[src/rtl/exp_pipe_pkg.sv]
// Shared constants for the FP exponent pipeline: spec flag bit positions and
// operation select encoding.
package exp_pipe_pkg;

    localparam int unsigned SPEC_W = 4;

    // Bit positions inside the spec vector {infA, infB, zA, zB}
    localparam int unsigned INF_A = 3;
    localparam int unsigned INF_B = 2;
    localparam int unsigned Z_A   = 1;
    localparam int unsigned Z_B   = 0;

    localparam logic OP_MUL = 1'b0;
    localparam logic OP_DIV = 1'b1;

endpackage

[src/rtl/exp_pipe_stage.sv]
// Generic valid/ready register slice. The payload loads only on a real transfer,
// so it holds steady while the consumer stalls.
module exp_pipe_stage #(
    parameter int unsigned W = 8
) (
    input  logic         clk,
    input  logic         arst,
    input  logic         flush,
    input  logic         in_valid,
    output logic         in_ready_c,
    input  logic [W-1:0] in_data,
    output logic         out_valid,
    input  logic         out_ready,
    output logic [W-1:0] out_data
);

    logic advance_c;

    // Slice can take new data when it is empty or its content is leaving
    assign advance_c  = !out_valid || out_ready;
    assign in_ready_c = advance_c;

    always_ff @(posedge clk or negedge arst) begin
        if (!arst) begin
            out_valid <= 1'b0;
            out_data  <= '0;
        end else if (flush) begin
            out_valid <= 1'b0;
        end else if (advance_c) begin
            out_valid <= in_valid;
            if (in_valid) begin
                out_data <= in_data;
            end
        end
    end

endmodule

[src/rtl/exp_pipe_unit.sv]
// Two-stage pipelined exponent unit for FP multiply/divide: computes the biased
// result exponent, range flags and operand special-class flags.
module exp_pipe_unit
    import exp_pipe_pkg::*;
#(
    parameter int unsigned EXP_W = 8,
    parameter int unsigned BIAS  = 2**(EXP_W-1)-1,
    parameter int unsigned OUT_W = EXP_W+2
) (
    input  logic              clk,
    input  logic              arst,
    input  logic              flush,
    input  logic              in_valid,
    output logic              in_ready,
    input  logic [EXP_W-1:0]  eA,
    input  logic [EXP_W-1:0]  eB,
    input  logic              sel,
    output logic              out_valid,
    input  logic              out_ready,
    output logic [OUT_W-1:0]  e,
    output logic [EXP_W-1:0]  e_sat,
    output logic              ovf,
    output logic              unf,
    output logic [SPEC_W-1:0] spec
);

    localparam int unsigned S1_W = OUT_W + SPEC_W;
    localparam int unsigned S2_W = OUT_W + SPEC_W + EXP_W + 2;
    localparam logic [OUT_W-1:0] MAX_E  = OUT_W'((2**EXP_W) - 1);
    localparam logic [OUT_W-1:0] BIAS_X = OUT_W'(BIAS);

    logic [OUT_W-1:0]  ea_x;
    logic [OUT_W-1:0]  eb_x;
    logic [OUT_W-1:0]  raw_c;
    logic [SPEC_W-1:0] spec_c;

    logic              s1_in_ready_c;
    logic              s1_valid;
    logic [S1_W-1:0]   s1_data;
    logic [OUT_W-1:0]  s1_raw;
    logic [SPEC_W-1:0] s1_spec;

    logic              s2_in_ready_c;
    logic [S2_W-1:0]   s2_data;
    logic              ovf_c;
    logic              unf_c;
    logic [EXP_W-1:0]  e_sat_c;

    assign ea_x = OUT_W'(eA);
    assign eb_x = OUT_W'(eB);

    // Raw biased exponent and operand classification for stage 1
    always_comb begin
        raw_c  = ea_x + eb_x - BIAS_X;
        spec_c = '0;
        if (sel == OP_DIV) begin
            raw_c = ea_x - eb_x + BIAS_X;
        end
        spec_c[INF_A] = &eA;
        spec_c[INF_B] = &eB;
        spec_c[Z_A]   = ~|eA;
        spec_c[Z_B]   = ~|eB;
    end

    exp_pipe_stage #(.W(S1_W)) u_s1 (
        .clk        (clk),
        .arst       (arst),
        .flush      (flush),
        .in_valid   (in_valid),
        .in_ready_c (s1_in_ready_c),
        .in_data    ({raw_c, spec_c}),
        .out_valid  (s1_valid),
        .out_ready  (s2_in_ready_c),
        .out_data   (s1_data)
    );

    assign in_ready = s1_in_ready_c;
    assign s1_raw   = s1_data[S1_W-1 -: OUT_W];
    assign s1_spec  = s1_data[SPEC_W-1:0];

    // Range flags and saturated field value for stage 2
    always_comb begin
        ovf_c   = ($signed(s1_raw) >= $signed(MAX_E));
        unf_c   = s1_raw[OUT_W-1] || (s1_raw == '0);
        e_sat_c = s1_raw[EXP_W-1:0];
        if (ovf_c) begin
            e_sat_c = '1;
        end else if (unf_c) begin
            e_sat_c = '0;
        end
    end

    exp_pipe_stage #(.W(S2_W)) u_s2 (
        .clk        (clk),
        .arst       (arst),
        .flush      (flush),
        .in_valid   (s1_valid),
        .in_ready_c (s2_in_ready_c),
        .in_data    ({s1_raw, s1_spec, e_sat_c, ovf_c, unf_c}),
        .out_valid  (out_valid),
        .out_ready  (out_ready),
        .out_data   (s2_data)
    );

    assign e     = s2_data[S2_W-1 -: OUT_W];
    assign spec  = s2_data[EXP_W+2+SPEC_W-1 -: SPEC_W];
    assign e_sat = s2_data[EXP_W+1 -: EXP_W];
    assign ovf   = s2_data[1];
    assign unf   = s2_data[0];

endmodule

[config.mk]
export PLATFORM = sky130hd
export DESIGN_NAME = exp_pipe_unit
export DESIGN_NICKNAME = d
export VERILOG_FILES = /design/src/rtl/exp_pipe_pkg.sv /design/src/rtl/exp_pipe_stage.sv /design/src/rtl/exp_pipe_unit.sv
export SDC_FILE = /design/constraint.sdc
export NUM_CORES = 1
export LEC_CHECK = 0
export CELL_PAD_IN_SITES_DETAIL_PLACEMENT = 0
export CELL_PAD_IN_SITES_GLOBAL_PLACEMENT = 1
export CORE_MARGIN = 2
export CORE_UTILIZATION = 43
export DETAILED_ROUTE_END_ITERATION = 7
export PLACE_DENSITY_LB_ADDON = 0.1
export SYNTH_ARGS = -nofsm -noshare
export SYNTH_HDL_FRONTEND = slang
export SYNTH_SLANG_ARGS = --single-unit
[constraint.sdc]
create_clock -name clk -period 2.5 [get_ports clk]
set_input_delay 0.5 -clock clk [delete_from_list [all_inputs] [get_ports clk]]
set_output_delay 0.5 -clock clk [all_outputs]
set_load 0.02 [all_outputs]
* Word-level counts from Yosys, hierarchy flattened *
Index checks and enable logic that the tools add are counted.

word-level totals
  input port bits = 22
  bits in registers = 40

cells by class
  order comparisons = 1
  bitwise logic cells = 1
  reduce and logical (&&, ||, !) cells = 16
  $add $sub $neg = 4
  muxes and demuxes = 7

operators by type and width
  operator                                                                 number
  8-bit 2-to-1 mux                                                         2
  8-bit AND reduction                                                      2
  8-bit OR reduction                                                       2
  9-bit by 8-bit adder with 10-bit output (second input constant)          1
  10-bit by 9-bit >= comparator with 1-bit output (second input constant)  1
  10-bit zero test                                                         1
  10-bit 2-to-1 mux                                                        1
  9-bit by 7-bit subtractor with 10-bit output (second input constant)     1
  8-bit by 8-bit adder with 9-bit output                                   1
  8-bit by 8-bit subtractor with 9-bit output                              1
  3-bit AND reduction                                                      2
  1-bit zero test                                                          4
  1-bit 2-to-1 mux                                                         4
  2-bit nonzero test                                                       2
  1-bit logical OR                                                         3
  1-bit inverter                                                           1

* Longest topological paths before layout *
Gate-level depths: netlist of the first run.

  depth after elaboration = 5
  gate-level depth with buffers = 11
  mapped depth without buffers = 11

* Hierarchy *
A second synthesis of the first run with hierarchy kept.

unflattened totals
  cells, all modules = 283
  area total of the unflattened synthesis = 2861.5 µm²

by module, submodules not included
  module                  times used  cells an instance  area an instance (µm²)
  exp_pipe_unit           1           192                1311.3
  exp_pipe_stage at u_s2  1           56                 962.2
  exp_pipe_stage at u_s1  1           35                 588.1

* Least setup slack after synthesis of the first run *
No wires, ideal clock.

  kind = in2reg
  start = input port eB[1]
  end = register u_s1.out_data[11]
  slack = -76 ps
  stages on the path = 11
  library setup time = 127 ps
  required time = 2373 ps
  arrival time = 2449 ps
  cell sequence = inv_1 > ha_1 > inv_1 > ha_1 > fa_1 > a211oi_1 > o21bai_1 > a21oi_1 > xnor2_1 > a22oi_1 > nand3_1

between the ends
  cells in the longest elaborated chain, start to end = 3
  elaborated cells between the ends (all ways) = 5
  those cells by class = add/sub: 4; mux: 1

ends and longest elaborated chain
  element                                                                                                         line                                      source
  from (decl)                                                                                                     exp_pipe_unit.sv:16                       input logic [EXP_W-1:0] eB,
  8-bit by 8-bit adder with 9-bit output / 8-bit by 8-bit subtractor with 9-bit output (equally long branches)    exp_pipe_unit.sv:54, exp_pipe_unit.sv:57
  9-bit by 7-bit subtractor with 10-bit output / 9-bit by 8-bit adder with 10-bit output (equally long branches)  exp_pipe_unit.sv:54, exp_pipe_unit.sv:57
  10-bit 2-to-1 mux *                                                                                             exp_pipe_unit.sv:56                       if (sel == OP_DIV) begin
  to (signal assigned)                                                                                            exp_pipe_stage.sv:32                      out_data <= in_data;
  to (decl)                                                                                                       exp_pipe_stage.sv:14                      output logic [W-1:0] out_data

Mark *: on every way between the ends. The rest lies on a longest branch, timed or not.
A chain may end at the register's enable or synchronous reset.

* Worst setup path in the final report of the first run *
  start = input port eB[5]
  end = register u_s1.out_data[12]

The elaborated chain is that of the path after synthesis.

==> metrics.yaml, run 1 <==
placed_design:
  hpwl_um: 5379
  port_buffers: 47
  dpl.cell_count: 480
  dpl_cell_area_um2: 3790
  gp_congestion: 0.8881
layout:
  diodes: 0
  drive_gt1_frac: 0.3309
  synthToLayoutAreaGrowth_pct: 52.08
  nets: 461
  final_cells: 491
  design_area_um2: 4158
  final_core_util: 0.6662
  fillers: 514
cts:
  htreeDepth: 2
  cts_made_buffers: 5
  clk_latency_ns: 0.29
  root_buffer: "clkbuf_8"
  clk_path_buf_depth: 2
  clock_sinks: 40
  cts_tree: "done"
  clk_pin_slew_worst_paths_ns: 0.07
  hold_buffers: 0
sta:
  slew_viol_final: 0
  maxSlewHeadroom: 0.4111
  final.setup_skew_ns: 0.007866
  min_period_ns: 2.414
  clock.fmax_mhz: 414.2
  whs_ns: 0.3231
  setup_viol: 0
  hold_viol_final: 0
  tightest_slew_ns: 0.8833
  period_share: 0.9656
worst_setup_path:
  arrival_ns: 2.64
  reg2reg_slack_ns: 0.71
  worstPathMaxFanout: 4
  crit_path_start_kind: "input pin"
  end_kind: "flop"
  r2r_cells: 6
  crit_required_ns: 2.72
  critical_path_class: "in2reg"
power_and_ir_drop:
  ir_worst_vdd_mv: 0.5798
  pwr-share-comb: 0.460
  switching_share: 0.3477
  p_switching_mw: 0.8680
  powerDensity_nw_per_um2: 600.4
  leakagePower_nw: 1.937
  clkPwrFrac: 0.176
  p_seq_frac: 0.364
  internal_power_mw: 1.629
grt:
  grt_pass1_wl_um: 11410
  grt_usage: 0.2010
  antenna_found_initial: 0
  grt.overflow.total: 0
  grt_pass1_vias: 2408
  grt_max_degree: 41
die:
  fp.dieH_um: 83.74
  pin_count: 48
  fp-row-count: 29
  core_region_area_um2: 6241
  initial_utilization: 0.4381
  die_x_um: 83.74
  fp.dieArea_um2: 7012
route:
  routed_wl_um: 6983
  dr.first_iter.drc_count: 78
  wl_per_cell_um: 14.22
  dr.pass1.iters: 4
  vias: 2507
  ant_nets: 0
  vias_per_cell: 5.106
  drc: 0
synth:
  synth_most_common_cell: "dfrtp_1"
  ys_ff_latch: 40
  yosysTopAreaCell: "dfrtp_1"
  synth_area_leaders: "dfrtp_1 (37%), ha_1 (11%), mux2_2 (6.2%), nand2_1 (4.0%), inv_1 (3.6%)"
  seq_area_frac_synth: 0.3661
  synth_nets: 345
  ys_warn_count: 0
  syn_avg_cell_area_um2: 9.205
  synth_edf_count: 0
  syn_area_um2: 2734
  syn_inst: 297
  synth_ff_type: "dfrtp_1"
  async_reset_ff_frac: 1.000
  netlist.area_leader.share: 0.3661
  synth_cell_types: 47
  yosys-top-cells-count: "dfrtp_1 (40), nand2_1 (29), inv_1 (26)"
min_path:
  hp-class: "in2async"
status:
  status: "completed"
run:
  cap_violations: 0
==> per-layer routing <==
| metal | global-route usage | wire length, µm | part of all wire | vias to the layer above |
|---|---|---|---|---|
| met4 | 0.05718 | 80 | 0.011 | 0 |
| li1 | - | - | - | 1283 |
| met1 | 0.2646 | 3283 | 0.47 | 1176 |
| met2 | 0.3447 | 3456 | 0.49 | 42 |
| met3 | 0.02868 | 163 | 0.023 | 6 |
| met5 | 0 | 0 | 0 | - |
==> worst max-delay path, cell delays in order <==
cell and delay (ns):
clkdlybuf4s50_1 0.48, inv_1 0.08, ha_4 0.30, nand3_4 0.10
a211oi_4 0.25, buf_4 0.15, buf_4 0.10, o41ai_2 0.06
buf_4 0.15, a2111o_1 0.37, nand3_1 0.08
==> power groups by stage <==
stage	sequential (mW)	clock, mW	combinational (mW)
after floorplan	1.04	0	0.418
after global placement	0.917	0	1.04
after detailed placement	0.925	0	1.05
after CTS	0.912	0.451	1.10
after global routing	0.935	0.480	1.24
final	0.909	0.438	1.15
==> placed cells by master (no fill, tap or decap), types with 3 or more instances in the layout <==
cell and count:
buf_4 71, dfrtp_1 40, clkdlybuf4s50_1 37, nand2_1 29, inv_1 18, nor2_1 18, mux2_2 15, ha_1 15
a21oi_1 14, o21ai_0 12, xnor2_1 11, ha_4 9, nand4_1 7, nand3_1 7, dlymetal6s2s_1 7, inv_2 6
o21ai_1 6, clkbuf_8 6, a211oi_4 5, nor2b_1 5, nor4_1 5, nor3b_1 5, o31ai_1 4, a211oi_1 4
xor2_1 3, nor3_1 3
==> final timing paths <==
path                                              start                       endpoint
hold reg to reg            u_s2.out_data[1]$_DFFE_PN0P_   u_s2.out_data[1]$_DFFE_PN0P_
hold / removal                                     arst   u_s2.out_data[1]$_DFFE_PN0P_
min in group clk           u_s2.out_data[1]$_DFFE_PN0P_   u_s2.out_data[1]$_DFFE_PN0P_
setup reg to reg             u_s2.out_valid$_DFFE_PN0P_   u_s2.out_data[4]$_DFFE_PN0P_
setup / recovery                                  eB[5]  u_s1.out_data[12]$_DFFE_PN0P_
max in group asynchronous                          arst  u_s1.out_data[13]$_DFFE_PN0P_
==> cell type report <==
type	instances	area, µm²	area share
multi-input combinational	222	1858	0.4469
sequential	40	1001	0.2407
tap	77	96.34	0.02317
inverter	26	102.6	0.02468
timing repair buffer	118	1006	0.2419
clock buffer	7	86.33	0.02076
clock inverter	1	7.507	0.001806
==> cells by family (layout without fill, tap and decap cells) <==
| kind of cell | Yosys count | after routing | share of synthesized area |
|---|---|---|---|
| flops | 40 | 40 | 0.3661 |
| fa+ha+maj | 26 | 26 | 0.1217 |
| xor+xnor | 14 | 14 | 0.04485 |
| simple gates | 95 | 95 | 0.1767 |
| buf+inv | 35 | 152 | 0.04805 |
| compound gates | 70 | 70 | 0.1735 |
| mux | 17 | 17 | 0.06911 |
==> stage by stage <==
| stage | setup slack (ns) | power [mW] | setup TNS, ns |
|---|---|---|---|
| finish | 0.08598 | 2.496 | 0 |
| global placement | -0.4831 | 1.955 | -2.567 |
| CTS | 0.003123 | 2.460 | 0 |
| detailed placement | -0.5205 | 1.978 | -3.022 |
| floorplan | 0.05414 | 1.457 | 0 |
| global route | -0.01041 | 2.659 | -0.01041 |
==> flip-flops by register name, summed over array words and instances, names as in the netlist <==
| register | flops |
|---|---|
| u_s2.out_valid | 1 |
| u_s2.out_data | 24 |
| u_s1.out_valid | 1 |
| u_s1.out_data | 14 |
==> what timing repair did <==
item,in CTS,in global routing
pin swaps,10,24
setup buffers,1,2
resized for setup,23,41
setup endpoints to repair,6,7
No activity file was read; power rests on OpenSTA's default activity.
==> run 2: changes to the inputs <==
--- a/config.mk
+++ b/config.mk
@@ -7,7 +7,7 @@
 export LEC_CHECK = 0
 export CELL_PAD_IN_SITES_DETAIL_PLACEMENT = 0
 export CELL_PAD_IN_SITES_GLOBAL_PLACEMENT = 1
-export CORE_MARGIN = 2
+export CORE_MARGIN = 3
 export CORE_UTILIZATION = 43
 export DETAILED_ROUTE_END_ITERATION = 7
 export PLACE_DENSITY_LB_ADDON = 0.1
==> metrics.yaml, run 2 (synthesis gave the netlist of run 1 again) <==
grt:
  grt_pass1_wl_um: 11760
  antenna_found_initial: 0
  grt_pass1_vias: 2512
  grt_max_degree: 41
  grt.overflow.total: 0
  grt_usage: 0.1957
power_and_ir_drop:
  switching_share: 0.3367
  clkPwrFrac: 0.211
  ir_worst_vdd_mv: 0.4396
  internal_power_mw: 1.727
  pwr-share-comb: 0.438
  p_switching_mw: 0.8766
  powerDensity_nw_per_um2: 625.8
  leakagePower_nw: 1.950
  finalPower_mw: 2.604
  p_seq_frac: 0.351
layout:
  drive_gt1_frac: 0.3309
  synthToLayoutAreaGrowth_pct: 52.17
  final_common_cell: "buf_4"
  top_regs: "u_s2.out_data x24, u_s1.out_data x14"
  diodes: 0
  regMostFlops: "u_s2.out_data"
  design_area_um2: 4160
  largest_reg_flops: 24
  layout_common_cells: "buf_4 (69), dfrtp_1 (40), clkdlybuf4s50_1 (37)"
  nets: 461
die:
  fp.dieArea_um2: 7350
  fp.dieH_um: 85.74
  initial_utilization: 0.4537
  core_region_area_um2: 6026
  fp-row-count: 28
  die_x_um: 85.74
  pin_count: 48
route:
  dr.pass1.iters: 4
  routed_wl_um: 7033
  dr.first_iter.drc_count: 70
  ant_nets: 0
  vias_per_cell: 5.274
  drc: 0
  wl_per_cell_um: 14.38
  vias: 2579
sta:
  min_period_ns: 2.407
  hold_viol_final: 0
  setup_viol: 0
  clock.fmax_mhz: 415.4
  whs_ns: 0.3047
  final.setup_skew_ns: 0.01079
  period_share: 0.9628
  maxSlewHeadroom: 0.4358
  tightest_slew_ns: 0.8463
  fin_setup_tns_ns: 0
  slew_viol_final: 0
cts:
  clk_path_buf_depth: 2
  htreeDepth: 2
  root_buffer: "clkbuf_8"
  cts_made_buffers: 5
  clock_sinks: 40
  cts_tree: "done"
  clk_pin_slew_worst_paths_ns: 0.08
  clk_latency_ns: 0.29
worst_setup_path:
  reg2reg_slack_ns: 0.74
  crit_path_start_kind: "input pin"
  critical_path_class: "in2reg"
  arrival_ns: 2.64
  end_kind: "flop"
  worstPathMaxFanout: 4
  r2r_end: "u_s2.out_data[5]$_DFFE_PN0P_"
  crit_required_ns: 2.73
  worstReg2RegStart: "u_s2.out_valid$_DFFE_PN0P_"
  r2r_cells: 5
placed_design:
  dpl_cell_area_um2: 3795
  port_buffers: 47
  hpwl_um: 5549
  gp_congestion: 0.8121
run:
  cap_violations: 0
min_path:
  hp-class: "in2async"
status:
  status: "completed"
-- run 2: how the worst max path moves through the flow --
stage	start	endpoint	slack (ns)	depth (start not counted)
final	eB[5]	u_s1.out_data[12]$_DFFE_PN0P_	0.09	11
after global routing	eA[2]	u_s1.out_data[10]$_DFFE_PN0P_	-0.01	9
after detailed placement	eB[1]	u_s1.out_data[11]$_DFFE_PN0P_	-0.52	12
after global placement	eB[1]	u_s1.out_data[11]$_DFFE_PN0P_	-0.49	12
after CTS	eB[2]	u_s1.out_data[10]$_DFFE_PN0P_	0.002	11
after floorplan	eB[1]	u_s1.out_data[11]$_DFFE_PN0P_	0.05	11
-- run 2: stage by stage --
| stage | utilization | instances | setup WS, ns |
|---|---|---|---|
| after floorplan | - | 297 | 0.05414 |
| after global placement | 0.6298 | 479 | -0.4879 |
| after detailed placement | 0.6298 | 479 | -0.5179 |
| after CTS | 0.6684 | 489 | 0.002402 |
| after global routing | 0.6904 | 489 | -0.01476 |
| final | 0.6904 | 489 | 0.09294 |
-- run 2: worst max-delay path, cell delays in order --
cell and delay, ns:
clkdlybuf4s50_1 0.47, inv_1 0.04, ha_1 0.35, nand3_1 0.15, a211oi_2 0.22, buf_4 0.16
nor2_1 0.04, xnor2_1 0.14, buf_4 0.14, a2111o_1 0.34, nand3_1 0.08
-- run 2: repair_timing --
action | in CTS | in global routing
resized for setup | 24 | 29
setup buffers | 3 | 0
cloned | 0 | 0
pin swaps | 11 | 11
endpoints found under the setup margin | 5 | 7
hold endpoints to repair | 0 | 0
hold buffers | 0 | 0
-- run 2: metal layers --
metal,track usage,vias to the layer above,wire length (µm)
met2,0.3340,39,3507
met1,0.2645,1246,3277
met5,0,-,0
met4,0.03165,0,48
met3,0.03362,7,200
li1,-,1287,-
-- run 2: cell type report --
class | count | area, µm²
clock buffers | 6 | 82.58
clock inverters | 2 | 38.79
flip-flops and latches | 40 | 1001
fillers | 480 | 1866
repair buffers | 118 | 1021
well taps | 75 | 93.84
multi-input cells | 222 | 1826
inverters | 26 | 97.59
-- run 2: power by group through the flow --
stage | Sequential, mW | Combinational [mW] | Clock, mW
2_1_floorplan | 1.04 | 0.418 | 0
3_3_place_gp | 0.920 | 1.05 | 0
3_5_place_dp | 0.926 | 1.06 | 0
4_1_cts | 0.914 | 1.11 | 0.567
5_1_grt | 0.939 | 1.23 | 0.600
6_report | 0.913 | 1.14 | 0.550
